==> config.mk <==
export PLATFORM = sky130hd
export DESIGN_NAME = multicycle_control
export DESIGN_NICKNAME = d
export VERILOG_FILES = /design/src/rtl/mips_ctrl_pkg.sv /design/src/rtl/mc_output_decode.sv /design/src/rtl/multicycle_control.sv
export SDC_FILE = /design/constraint.sdc
export NUM_CORES = 1
export LEC_CHECK = 0
export ABC_CLOCK_PERIOD_IN_PS = 1700
export CAP_MARGIN = 5
export CORE_AREA = 2 2 43 45
export CTS_BUF_LIST = sky130_fd_sc_hd__clkbuf_8
export DETAILED_ROUTE_END_ITERATION = 16
export DIE_AREA = 0 0 45 47
export PLACE_DENSITY = 0.74
export SKIP_CTS_REPAIR_TIMING = 1
export SLEW_MARGIN = 20
export SYNTH_ARGS = -nofsm -noshare
export SYNTH_HDL_FRONTEND = slang
export SYNTH_HIERARCHICAL = 1
export SYNTH_SLANG_ARGS = --single-unit
==> constraint.sdc <==
create_clock -name clock -period 1.7 [get_ports clock]
set_input_delay 0.255 -clock clock [delete_from_list [all_inputs] [get_ports clock]]
set_output_delay 0.255 -clock clock [all_outputs]
set_load 0.02 [all_outputs]
==> src/rtl/mips_ctrl_pkg.sv <==
// Shared definitions for the multicycle MIPS control unit: state encodings,
// supported opcodes and datapath mux/ALU select encodings.
package mips_ctrl_pkg;

  typedef enum logic [3:0] {
    S_FETCH   = 4'd0,
    S_DECODE  = 4'd1,
    S_MEMADR  = 4'd2,
    S_MEMRD   = 4'd3,
    S_MEMWB   = 4'd4,
    S_MEMWR   = 4'd5,
    S_RTYPEEX = 4'd6,
    S_RTYPEWB = 4'd7,
    S_BEQEX   = 4'd8,
    S_ADDIEX  = 4'd9,
    S_ADDIWB  = 4'd10,
    S_JEX     = 4'd11
  } state_t;

  localparam logic [5:0] OP_RTYPE = 6'b000000;
  localparam logic [5:0] OP_LW    = 6'b100011;
  localparam logic [5:0] OP_SW    = 6'b101011;
  localparam logic [5:0] OP_BEQ   = 6'b000100;
  localparam logic [5:0] OP_ADDI  = 6'b001000;
  localparam logic [5:0] OP_J     = 6'b000010;

  localparam logic [1:0] ALU_ADD   = 2'b00;
  localparam logic [1:0] ALU_SUB   = 2'b01;
  localparam logic [1:0] ALU_FUNCT = 2'b10;

  localparam logic [1:0] SRCB_REG     = 2'b00;
  localparam logic [1:0] SRCB_FOUR    = 2'b01;
  localparam logic [1:0] SRCB_IMM     = 2'b10;
  localparam logic [1:0] SRCB_IMM_SH2 = 2'b11;

  localparam logic [1:0] PCSRC_ALU    = 2'b00;
  localparam logic [1:0] PCSRC_ALUOUT = 2'b01;
  localparam logic [1:0] PCSRC_JUMP   = 2'b10;

  function automatic logic is_supported(input logic [5:0] op);
    case (op)
      OP_RTYPE, OP_LW, OP_SW, OP_BEQ, OP_ADDI, OP_J: is_supported = 1'b1;
      default:                                       is_supported = 1'b0;
    endcase
  endfunction

endpackage

==> src/rtl/mc_output_decode.sv <==
// Combinational state-to-control decode. Reset forces every output low so an
// access in flight is abandoned without a write, pulse or PC update.
module mc_output_decode
  import mips_ctrl_pkg::*;
(
  input  logic       reset,
  input  state_t     state,
  input  logic [5:0] opcode,
  input  logic       mem_ready,
  output logic       pc_write,
  output logic       pc_write_cond,
  output logic       i_or_d,
  output logic       mem_read,
  output logic       mem_write,
  output logic       ir_write,
  output logic       mem_to_reg,
  output logic       reg_dst,
  output logic       reg_write,
  output logic       alu_src_a,
  output logic [1:0] alu_src_b,
  output logic [1:0] alu_op,
  output logic [1:0] pc_source,
  output logic       instr_done,
  output logic       illegal_op
);

  // Control decode: everything defaults low, each state raises only its own set.
  always_comb begin
    pc_write      = 1'b0;
    pc_write_cond = 1'b0;
    i_or_d        = 1'b0;
    mem_read      = 1'b0;
    mem_write     = 1'b0;
    ir_write      = 1'b0;
    mem_to_reg    = 1'b0;
    reg_dst       = 1'b0;
    reg_write     = 1'b0;
    alu_src_a     = 1'b0;
    alu_src_b     = SRCB_REG;
    alu_op        = ALU_ADD;
    pc_source     = PCSRC_ALU;
    instr_done    = 1'b0;
    illegal_op    = 1'b0;
    if (reset) begin
      instr_done = 1'b0;
    end else begin
      case (state)
        S_FETCH: begin
          mem_read  = 1'b1;
          alu_src_b = SRCB_FOUR;
          ir_write  = mem_ready;
          pc_write  = mem_ready;
        end
        S_DECODE: begin
          alu_src_b = SRCB_IMM_SH2;
          if (!is_supported(opcode)) begin
            instr_done = 1'b1;
            illegal_op = 1'b1;
          end else begin
            illegal_op = 1'b0;
          end
        end
        S_MEMADR: begin
          alu_src_a = 1'b1;
          alu_src_b = SRCB_IMM;
        end
        S_MEMRD: begin
          mem_read = 1'b1;
          i_or_d   = 1'b1;
        end
        S_MEMWB: begin
          reg_write  = 1'b1;
          mem_to_reg = 1'b1;
          instr_done = 1'b1;
        end
        S_MEMWR: begin
          mem_write  = 1'b1;
          i_or_d     = 1'b1;
          instr_done = mem_ready;
        end
        S_RTYPEEX: begin
          alu_src_a = 1'b1;
          alu_op    = ALU_FUNCT;
        end
        S_RTYPEWB: begin
          reg_write  = 1'b1;
          reg_dst    = 1'b1;
          instr_done = 1'b1;
        end
        S_BEQEX: begin
          alu_src_a     = 1'b1;
          alu_op        = ALU_SUB;
          pc_write_cond = 1'b1;
          pc_source     = PCSRC_ALUOUT;
          instr_done    = 1'b1;
        end
        S_ADDIEX: begin
          alu_src_a = 1'b1;
          alu_src_b = SRCB_IMM;
        end
        S_ADDIWB: begin
          reg_write  = 1'b1;
          instr_done = 1'b1;
        end
        S_JEX: begin
          pc_write   = 1'b1;
          pc_source  = PCSRC_JUMP;
          instr_done = 1'b1;
        end
        default: begin
          instr_done = 1'b0;
        end
      endcase
    end
  end

endmodule

==> src/rtl/multicycle_control.sv <==
// Multicycle MIPS control FSM: state register and next-state logic, with the
// per-state control outputs produced by mc_output_decode.
module multicycle_control
  import mips_ctrl_pkg::*;
(
  input  logic       clock,
  input  logic       reset,
  input  logic [5:0] opcode,
  input  logic       mem_ready,
  output logic       pc_write,
  output logic       pc_write_cond,
  output logic       i_or_d,
  output logic       mem_read,
  output logic       mem_write,
  output logic       ir_write,
  output logic       mem_to_reg,
  output logic       reg_dst,
  output logic       reg_write,
  output logic       alu_src_a,
  output logic [1:0] alu_src_b,
  output logic [1:0] alu_op,
  output logic [1:0] pc_source,
  output logic       instr_done,
  output logic       illegal_op,
  output logic [3:0] state_dbg
);

  state_t state;
  state_t next_state;

  // State register with synchronous reset back to FETCH.
  always_ff @(posedge clock) begin
    if (reset) begin
      state <= S_FETCH;
    end else begin
      state <= next_state;
    end
  end

  // Next-state logic; opcode is only consulted in DECODE and MEMADR.
  always_comb begin
    next_state = S_FETCH;
    case (state)
      S_FETCH: begin
        if (mem_ready) next_state = S_DECODE;
        else           next_state = S_FETCH;
      end
      S_DECODE: begin
        case (opcode)
          OP_LW, OP_SW: next_state = S_MEMADR;
          OP_RTYPE:     next_state = S_RTYPEEX;
          OP_BEQ:       next_state = S_BEQEX;
          OP_ADDI:      next_state = S_ADDIEX;
          OP_J:         next_state = S_JEX;
          default:      next_state = S_FETCH;
        endcase
      end
      S_MEMADR: begin
        if (opcode == OP_SW) next_state = S_MEMWR;
        else                 next_state = S_MEMRD;
      end
      S_MEMRD: begin
        if (mem_ready) next_state = S_MEMWB;
        else           next_state = S_MEMRD;
      end
      S_MEMWR: begin
        if (mem_ready) next_state = S_FETCH;
        else           next_state = S_MEMWR;
      end
      S_RTYPEEX: next_state = S_RTYPEWB;
      S_ADDIEX:  next_state = S_ADDIWB;
      S_MEMWB, S_RTYPEWB, S_BEQEX, S_ADDIWB, S_JEX: next_state = S_FETCH;
      default:   next_state = S_FETCH;
    endcase
  end

  assign state_dbg = state;

  mc_output_decode u_decode (
    .reset         (reset),
    .state         (state),
    .opcode        (opcode),
    .mem_ready     (mem_ready),
    .pc_write      (pc_write),
    .pc_write_cond (pc_write_cond),
    .i_or_d        (i_or_d),
    .mem_read      (mem_read),
    .mem_write     (mem_write),
    .ir_write      (ir_write),
    .mem_to_reg    (mem_to_reg),
    .reg_dst       (reg_dst),
    .reg_write     (reg_write),
    .alu_src_a     (alu_src_a),
    .alu_src_b     (alu_src_b),
    .alu_op        (alu_op),
    .pc_source     (pc_source),
    .instr_done    (instr_done),
    .illegal_op    (illegal_op)
  );

endmodule

# Word level (Yosys, flattened, before mapping)
# Cells that the tools add are included.
# totals
reg_bits	4
latchBits	0
ramBits	0
rom_bits	0
in_bits	9
out_inout_bits	22
word_cells	67
n_memories	0
# op_classes
n_addsub	0
multipliers	0
n_div	0
order_cmp	0
eq_ne	16
n_shift	0
n_mux	40
n_bitwise	0
n_reduce_logical	10
# ops
operator	count
$pmux W4 S7	1
$mux W1	27
$pmux W4 S5	1
$eq A4 B3 Y1 const B	4
$eq A4 B4 Y1 const B	4
$eq A6 B6 Y1 const B	2
$mux W3	3
$eq A4 B2 Y1 const B	2
$pmux W2 S2	2
$reduce_or A2 Y1	4
$eq A6 B2 Y1 const B	1
$eq A6 B3 Y1 const B	1
$eq A6 B4 Y1 const B	1
$logic_not A6 Y1	1
$mux W2	3
$pmux W2 S3	1
$reduce_or A6 Y1	1
$reduce_or A5 Y1	1
$eq A4 B1 Y1 const B	1
$logic_not A4 Y1	1
$reduce_or A4 Y1	1
$pmux W1 S3	1
$reduce_or A3 Y1	1
$pmux W1 S2	1

# Longest topological paths before layout
# Gate-level depths: netlist of run 1.
# logic_depth
depth_word	8
mapped_depth	6

# By module
# The synthesis of run 1 kept the hierarchy.
# by_module_without_submodules
module	instances	cells_per_inst	area_each_um2
multicycle_control	1	42	329.1
mc_output_decode	1	48	302.8

# Least setup slack after synthesis of run 1
# Ideal clock, no wire load.
# synth_timing
kind	flip-flop to output port
start	reg state[1] (netlist: state_dbg[1])
end	out instr_done
arrival_ns	1.709
required_ns	1.445
slack_ns	-0.264
path_stages_with_launch	7
n_path_buf	2
cell_sequence	dfxtp_1 buf_6 nor2b_1 buf_2 a21oi_1 a311oi_1 a221oi_1
# synth_between
elab_chain_len	4
# synth_rtl
element	line_no	text
from (decl)	multicycle_control.sv:28	state_t state;
from (signal assigned)	multicycle_control.sv:36	state <= next_state;
$eq A4 B3 Y1 or $eq A4 B4 Y1 (tied branches)	mc_output_decode.sv:47	case (state)
$reduce_or A5 Y1 (no source line)	--	
$pmux W1 S3 (*)	mc_output_decode.sv:47	
$mux W1 (*)	mc_output_decode.sv:44	if (reset) begin
to (decl)	multicycle_control.sv:23	output logic instr_done,
# Every way passes the cells marked *; elsewhere a longest branch is shown, timed or not.

# Final worst setup path of run 1
# layout_timing
start	in opcode[0]
end	out illegal_op
# layout_between
elab_chain_len	8
# layout_rtl
element	line_no	text
from (decl)	multicycle_control.sv:8	input logic [5:0] opcode,
$eq A6 B6 Y1 (tied with other cells)	mips_ctrl_pkg.sv:41	case (op)
$reduce_or A6 Y1 (*)	mips_ctrl_pkg.sv:41	
$mux W1 (*)	mips_ctrl_pkg.sv:41	
$mux W1 (*)	mc_output_decode.sv:47	
$mux W1 (*)	mc_output_decode.sv:44	
$mux W1 (*)	mc_output_decode.sv:56	if (!is_supported(opcode)) begin
$mux W1 (*)	mc_output_decode.sv:47	
$mux W1 (*)	mc_output_decode.sv:44	
to (decl)	multicycle_control.sv:24	output logic illegal_op,
# Every way passes the cells marked *; elsewhere a longest branch is shown, timed or not. The select of a mux whose other input is x is not followed.

==> flow_summary_export.csv, run 1 <==
group,metric,value,unit
timing,setup_viol,2,
detailed_routing,routed_wl,2.33,mm
hold_path,hold_path.class,"in2reg",
clocking,root_buffer,"clkbuf_8",
placed_design,place_area,1140,um2
timing,hold_viol,0,
timing,rsz0062_at_grt,"yes",
clocking,cts.clk_slew.worst_paths,0.03,ns
yosys,syn_inst,90,
outcome,status,"finished with violations",
power_and_ir_drop,ir_worst_vdd,451,uV
timing,worst_pin_slew,0.261,ns
placed_design,dp_hpwl,1.67,mm
global_route,grt_pass1_vias,792,
setup_path,crit_arrival,1.46,ns
yosys,yosys.area_share.adder,0.0178,
yosys,synth_cell_types,39,
clocking,cts_buffer_depth,2,
setup_path,start_kind,"input port",
placed_design,place_ws,-0.670,ns
setup_path,r2r-end,"state_dbg[0]",
cells_and_area,diodes,0,
hold_path,hold_end,"state_dbg[3]",
yosys,syn_avg_cell_area,7.02,um2
floorplanning,initial_core_util,0.383,
timing,tns,-0.0213,ns
detailed_routing,drtIter0Drc,17,
timing,slew_viol_final,0,
detailed_routing,viasPerCell,5.63,
hold_path,whs_path_depth,4,
setup_path,ff2ff_path_depth,6,
yosys,synth-xor-area-share,0.0277,
yosys,syn_area,632,um2
clocking,htree_levels,1,
cells_and_area,mostFrequentLayoutCell,"buf_4",
floorplanning,fp-row-count,15,
floorplanning,pin_count,31,
yosys,yosys.area_share.simple,0.521,
yosys,seq_area_frac_synth,0.127,
yosys,synth_top_family_by_area,"simple AND/OR/NAND/NOR gates",
setup_path,cp-end-kind,"output port",
timing,fin_ws,-0.0154,ns
setup_path,r2r_start,"state_dbg[0]",
timing,fin_skew,0.00143,ns
floorplanning,core_area,1650,um2
detailed_routing,wl_per_cell,14.2,um
global_route,grt_max_degree,14,
clocking,cts_tree,"yes",
yosys,syn_nets,99,
placed_design,portBuffers,30,
setup_path,reg2reg_slack,0.26,ns
cells_and_area,fin_util,0.737,
flow_run,drv_cap,0,
global_route,grt_use_total,0.214,
setup_path,path_max_fanout,3,
setup_path,critical_path_class,"in2out",
timing,min_period,1.72,ns
hold_path,min_from,"reset",
timing,fmax,0.583,GHz
cells_and_area,largest_register_ffs,4,
global_route,antenna_found_initial,0,
power_and_ir_drop,power.density,404,nW/um2
clocking,clock_latency,0.22,ns
placed_design,routabilityCongestion,0.851,
detailed_routing,drt_pass1_iterations,4,
outcome,violations,"setup timing",
detailed_routing,drc_errors,0,
floorplanning,dieArea,2120,um2
floorplanning,fp.dieW,45,um
setup_path,worst_ep_required_time,1.44,ns
timing,fin_crit_sh,1.01,
cells_and_area,design_area,1220,um2
cells_and_area,nets,157,
yosys,synth_compound_gate_area_share,0.224,
global_route,grt_pass1_wl,3.37,mm
yosys,yosysWarningCount,6,
yosys,synth_seq_cells,4,
global_route,overflow,0,
power_and_ir_drop,power.leakage,0.602,nW
cells_and_area,area_growth,92.7,%
yosys,synthMuxAreaShare,0,
floorplanning,die_h,47,um
detailed_routing,vias,924,
clocking,numCtsBuffers,3,
timing,slew_headroom,0.825,
cells_and_area,drive_gt1_frac,0.456,
cells_and_area,layout.cells.most_common_list,"32 x buf_4, 13 x nor2_1, 9 x dlymetal6s2s_1, 8 x clkbuf_2",
clocking,clock_sinks,4,
detailed_routing,postRouteAntennaNets,0,
==> critical path, cell delays in order <==
cell	delay [ns]
clkdlybuf4s50_1	0.45
or3_4	0.41
a21oi_2	0.13
nor3_1	0.05
clkbuf_2	0.16
==> Yosys cell counts, drive strengths merged <==
library cell / count / share of area
nor4b: 1 / 0.014
a31oi: 2 / 0.020
nand3b: 1 / 0.012
nand2b: 5 / 0.053
or3: 3 / 0.038
o21ba: 1 / 0.016
a221oi: 1 / 0.014
maj3: 1 / 0.018
inv: 3 / 0.018
dfxtp: 4 / 0.13
o32ai: 1 / 0.014
a221o: 1 / 0.016
and2b: 1 / 0.012
and4b: 1 / 0.016
and4bb: 1 / 0.020
or2b: 1 / 0.012
nor3: 7 / 0.055
nor3b: 3 / 0.036
or2: 2 / 0.020
or4b: 1 / 0.016
o21ai: 5 / 0.040
nand4b: 1 / 0.014
nor4: 3 / 0.063
nor2b: 1 / 0.0099
nand2: 1 / 0.0059
and2: 1 / 0.0099
a21oi: 8 / 0.063
nor2: 16 / 0.095
xnor2: 2 / 0.028
nand4: 2 / 0.020
a311oi: 3 / 0.042
buf: 6 / 0.065
==> how the worst max path moves through the flow <==
| stage | from | to | slack [ns] | cells past startpoint |
|---|---|---|---|---|
| 6_report | opcode[0] | illegal_op | -0.02 | 5 |
| 5_1_grt | state_dbg[2] | illegal_op | -0.06 | 3 |
| 3_3_place_gp | reset | pc_write | -0.60 | 5 |
| 3_5_place_dp | reset | pc_write | -0.67 | 5 |
| 2_1_floorplan | state_dbg[2] | i_or_d | -0.03 | 2 |
| 4_1_cts | reset | pc_write | -0.67 | 5 |
==> stage by stage <==
step                      hold WS [ns]  total power [W]  instances
after floorplan                  0.329         0.000181         90
after global placement           0.669         0.000276        159
after detailed placement         0.679         0.000280        159
after CTS                        0.681         0.000489        163
after global routing             0.471         0.000518        164
final                            0.466         0.000492        164
==> layer usage <==
| metal | global-route usage | vias to the layer above | wire (um) |
|---|---|---|---|
| met3 | 0.0423 | 2 | 165 |
| met1 | 0.243 | 430 | 930 |
| li1 | - | 450 | - |
| met5 | 0 | - | 0 |
| met2 | 0.403 | 42 | 1220 |
| met4 | 0.0647 | 0 | 7 |
==> power by group <==
group	internal (W)	leakage (nW)	total (W)	switching (W)
registers	0.0000955	0.0336	0.0000983	0.00000282
clock network	0.000154	0.0269	0.000204	0.0000496
logic	0.000101	0.542	0.000190	0.0000894
total	0.000350	0.602	0.000492	0.000142
==> layout make-up <==
cell class	instances	area (um2)
clock buffers	3	41.3
clock inverters	1	3.75
fillers	136	434
inverters	3	11.3
multi-input cells	77	552
flip-flops and latches	4	85.1
well taps	17	21.3
repair buffers	59	503
==> cell families after synthesis <==
kind of cell	Yosys count
AOI/OAI and AO/OA	22
xor gates and xnor gates	2
adders and majority gates	1
buffers and inverters	9
DFF	4
and+or+nand+nor	52
Power figures use the tool's default switching activity.
==> run 2: changes to the inputs <==
--- a/config.mk
+++ b/config.mk
@@ -12,7 +12,9 @@
 export DETAILED_ROUTE_END_ITERATION = 16
 export DIE_AREA = 0 0 45 47
 export PLACE_DENSITY = 0.74
+export RECOVER_POWER = 50
 export SKIP_CTS_REPAIR_TIMING = 1
+export SKIP_LAST_GASP = 1
 export SLEW_MARGIN = 20
 export SYNTH_ARGS = -nofsm -noshare
 export SYNTH_HDL_FRONTEND = slang
==> run 2 against run 1 <==
Setup slack better by 0.0019 ns. Wire length about the same. Global-route usage unchanged. Critical path type unchanged. Clock skew about the same. The flow still finishes with violations (setup timing).
==> flow_summary_export.csv, run 2 (synthesis results as in run 1) <==
group,metric,value,unit
cells_and_area,layout.cells.most_common_list,"32 x buf_4, 14 x nor2_1, 8 x clkbuf_2",
placed_design,placedCellCount,159,
detailed_routing,drt_pass1_iterations,4,
timing,fmax,0.584,GHz
detailed_routing,postRouteAntennaNets,0,
global_route,grt_use_total,0.214,
global_route,grt_pass1_vias,792,
hold_path,hold_end,"state_dbg[3]",
clocking,cts.clk_slew.worst_paths,0.03,ns
detailed_routing,vias,936,
floorplanning,initial_core_util,0.383,
clocking,cts_buffer_depth,2,
cells_and_area,area_growth,88.1,%
global_route,overflow,0,
power_and_ir_drop,p_sw_frac,0.290,
detailed_routing,routed_wl,2.33,mm
timing,hold_viol,0,
setup_path,critical_path.slowest_cell,"clkdlybuf4s50_1",
detailed_routing,drc_errors,0,
timing,fin_skew,0.00156,ns
setup_path,path_max_fanout,3,
flow_run,drv_cap,0,
setup_path,path_cells,"clkdlybuf4s50_1 -> or3_4 -> a21oi_2 -> nor3_1 -> clkbuf_2",
global_route,grt_pass1_wl,3.37,mm
timing,setup_viol,2,
setup_path,crit_arrival,1.46,ns
setup_path,worstSetupStartpoint,"opcode[0]",
hold_path,min_from,"reset",
power_and_ir_drop,power.density,412,nW/um2
timing,rsz0062_at_grt,"yes",
setup_path,cp-end-kind,"output port",
clocking,htree_levels,1,
clocking,root_buffer,"clkbuf_8",
setup_path,worst_ep_required_time,1.44,ns
detailed_routing,drtIter0Drc,26,
timing,slew_viol_final,0,
global_route,antenna_found_initial,0,
clocking,cts_tree,"yes",
setup_path,r2r-end,"state_dbg[0]",
power_and_ir_drop,p_switching,0.000142,W
timing,fin_ws,-0.0135,ns
setup_path,critical_path_class,"in2out",
outcome,status,"finished with violations",
power_and_ir_drop,power.leakage,0.554,nW
outcome,violations,"setup timing",
timing,worst_pin_slew,0.261,ns
cells_and_area,nets,157,
floorplanning,fp-row-count,15,
timing,slew_headroom,0.825,
power_and_ir_drop,pwr-share-clk,0.418,
floorplanning,die_h,47,um
setup_path,max_stage_delay,0.45,ns
hold_path,whs_path_depth,4,
clocking,numCtsBuffers,3,
timing,min_period,1.71,ns
cells_and_area,diodes,0,
detailed_routing,wl_per_cell,14.2,um
floorplanning,dieArea,2120,um2
cells_and_area,largest_register_ffs,4,
detailed_routing,viasPerCell,5.71,
clocking,clock_sinks,4,
setup_path,ff2ff_path_depth,6,
setup_path,reg2reg_slack,0.26,ns
placed_design,dp_hpwl,1.67,mm
placed_design,portBuffers,30,
power_and_ir_drop,comb_power_share,0.382,
power_and_ir_drop,ir_worst_vdd,455,uV
placed_design,routabilityCongestion,0.851,
power_and_ir_drop,power_frac_seq,0.201,
cells_and_area,stdcell_count,164,
setup_path,start_kind,"input port",
floorplanning,fp.dieW,45,um
clocking,clock_latency,0.22,ns
power_and_ir_drop,finalPower,0.000490,W
setup_path,r2r_start,"state_dbg[0]",
cells_and_area,drive_gt1_frac,0.449,
floorplanning,pin_count,31,
hold_path,hold_path.class,"in2reg",
power_and_ir_drop,internal_power,0.000348,W
timing,fin_crit_sh,1.01,
cells_and_area,mostFrequentLayoutCell,"buf_4",
floorplanning,core_area,1650,um2
global_route,grt_max_degree,14,
run 2: changes by cell type in the layout (fill, tap and decap cells not counted), sizes merged:
cell	previous run	this run
clkbuf	11	14
clkdlybuf4s50	5	2
dlygate4sd3	0	3
dlymetal6s2s	9	6
run 2: worst max-delay path by stage:
stage / slack [ns] / endpoint
global placement: -0.60 / pc_write
floorplan: -0.03 / i_or_d
detailed placement: -0.67 / pc_write
global route: -0.06 / pc_write
CTS: -0.67 / pc_write
finish: -0.01 / illegal_op
run 2: critical path: cells and delay by family:
family                 cells  cell delay, ns
AOI/OAI and AO/OA          1            0.13
buffers and inverters      2            0.61
and+or+nand+nor            2            0.46
run 2: final cells by class:
cell class,count,area [um2]
clock buffer,3,41.3
tap,17,21.3
inverter,3,11.3
timing repair buffer,59,477
fill,138,463
sequential,4,85.1
multi-input combinational,77,549
clock inverter,1,3.75
run 2: stage by stage:
stage	setup WS, ns	TNS, ns	hold slack [ns]	cell area [um2]	util
final	-0.0135	-0.0191	0.462	1190	0.720
after global routing	-0.0637	-0.277	0.471	1190	0.720
after CTS	-0.670	-8.97	0.681	1180	0.717
after detailed placement	-0.670	-8.88	0.679	1140	0.689
after global placement	-0.604	-8.32	0.669	1140	0.689
after floorplan	-0.0297	-0.0742	0.329	648	-
run 2: power groups by stage:
stage	registers, W	clock network (W)	logic [W]
CTS	0.0000979	0.000209	0.000182
detailed placement	0.0000992	0	0.000181
global route	0.0000984	0.000216	0.000201
global placement	0.0000991	0	0.000176
finish	0.0000984	0.000204	0.000187
floorplan	0.000104	0	0.0000763
run 2: per-layer routing:
| metal | part of all wire | track usage |
|---|---|---|
| met4 | 0.0030 | 0.0647 |
| met3 | 0.067 | 0.0423 |
| met5 | 0 | 0 |
| met1 | 0.41 | 0.243 |
| met2 | 0.52 | 0.403 |
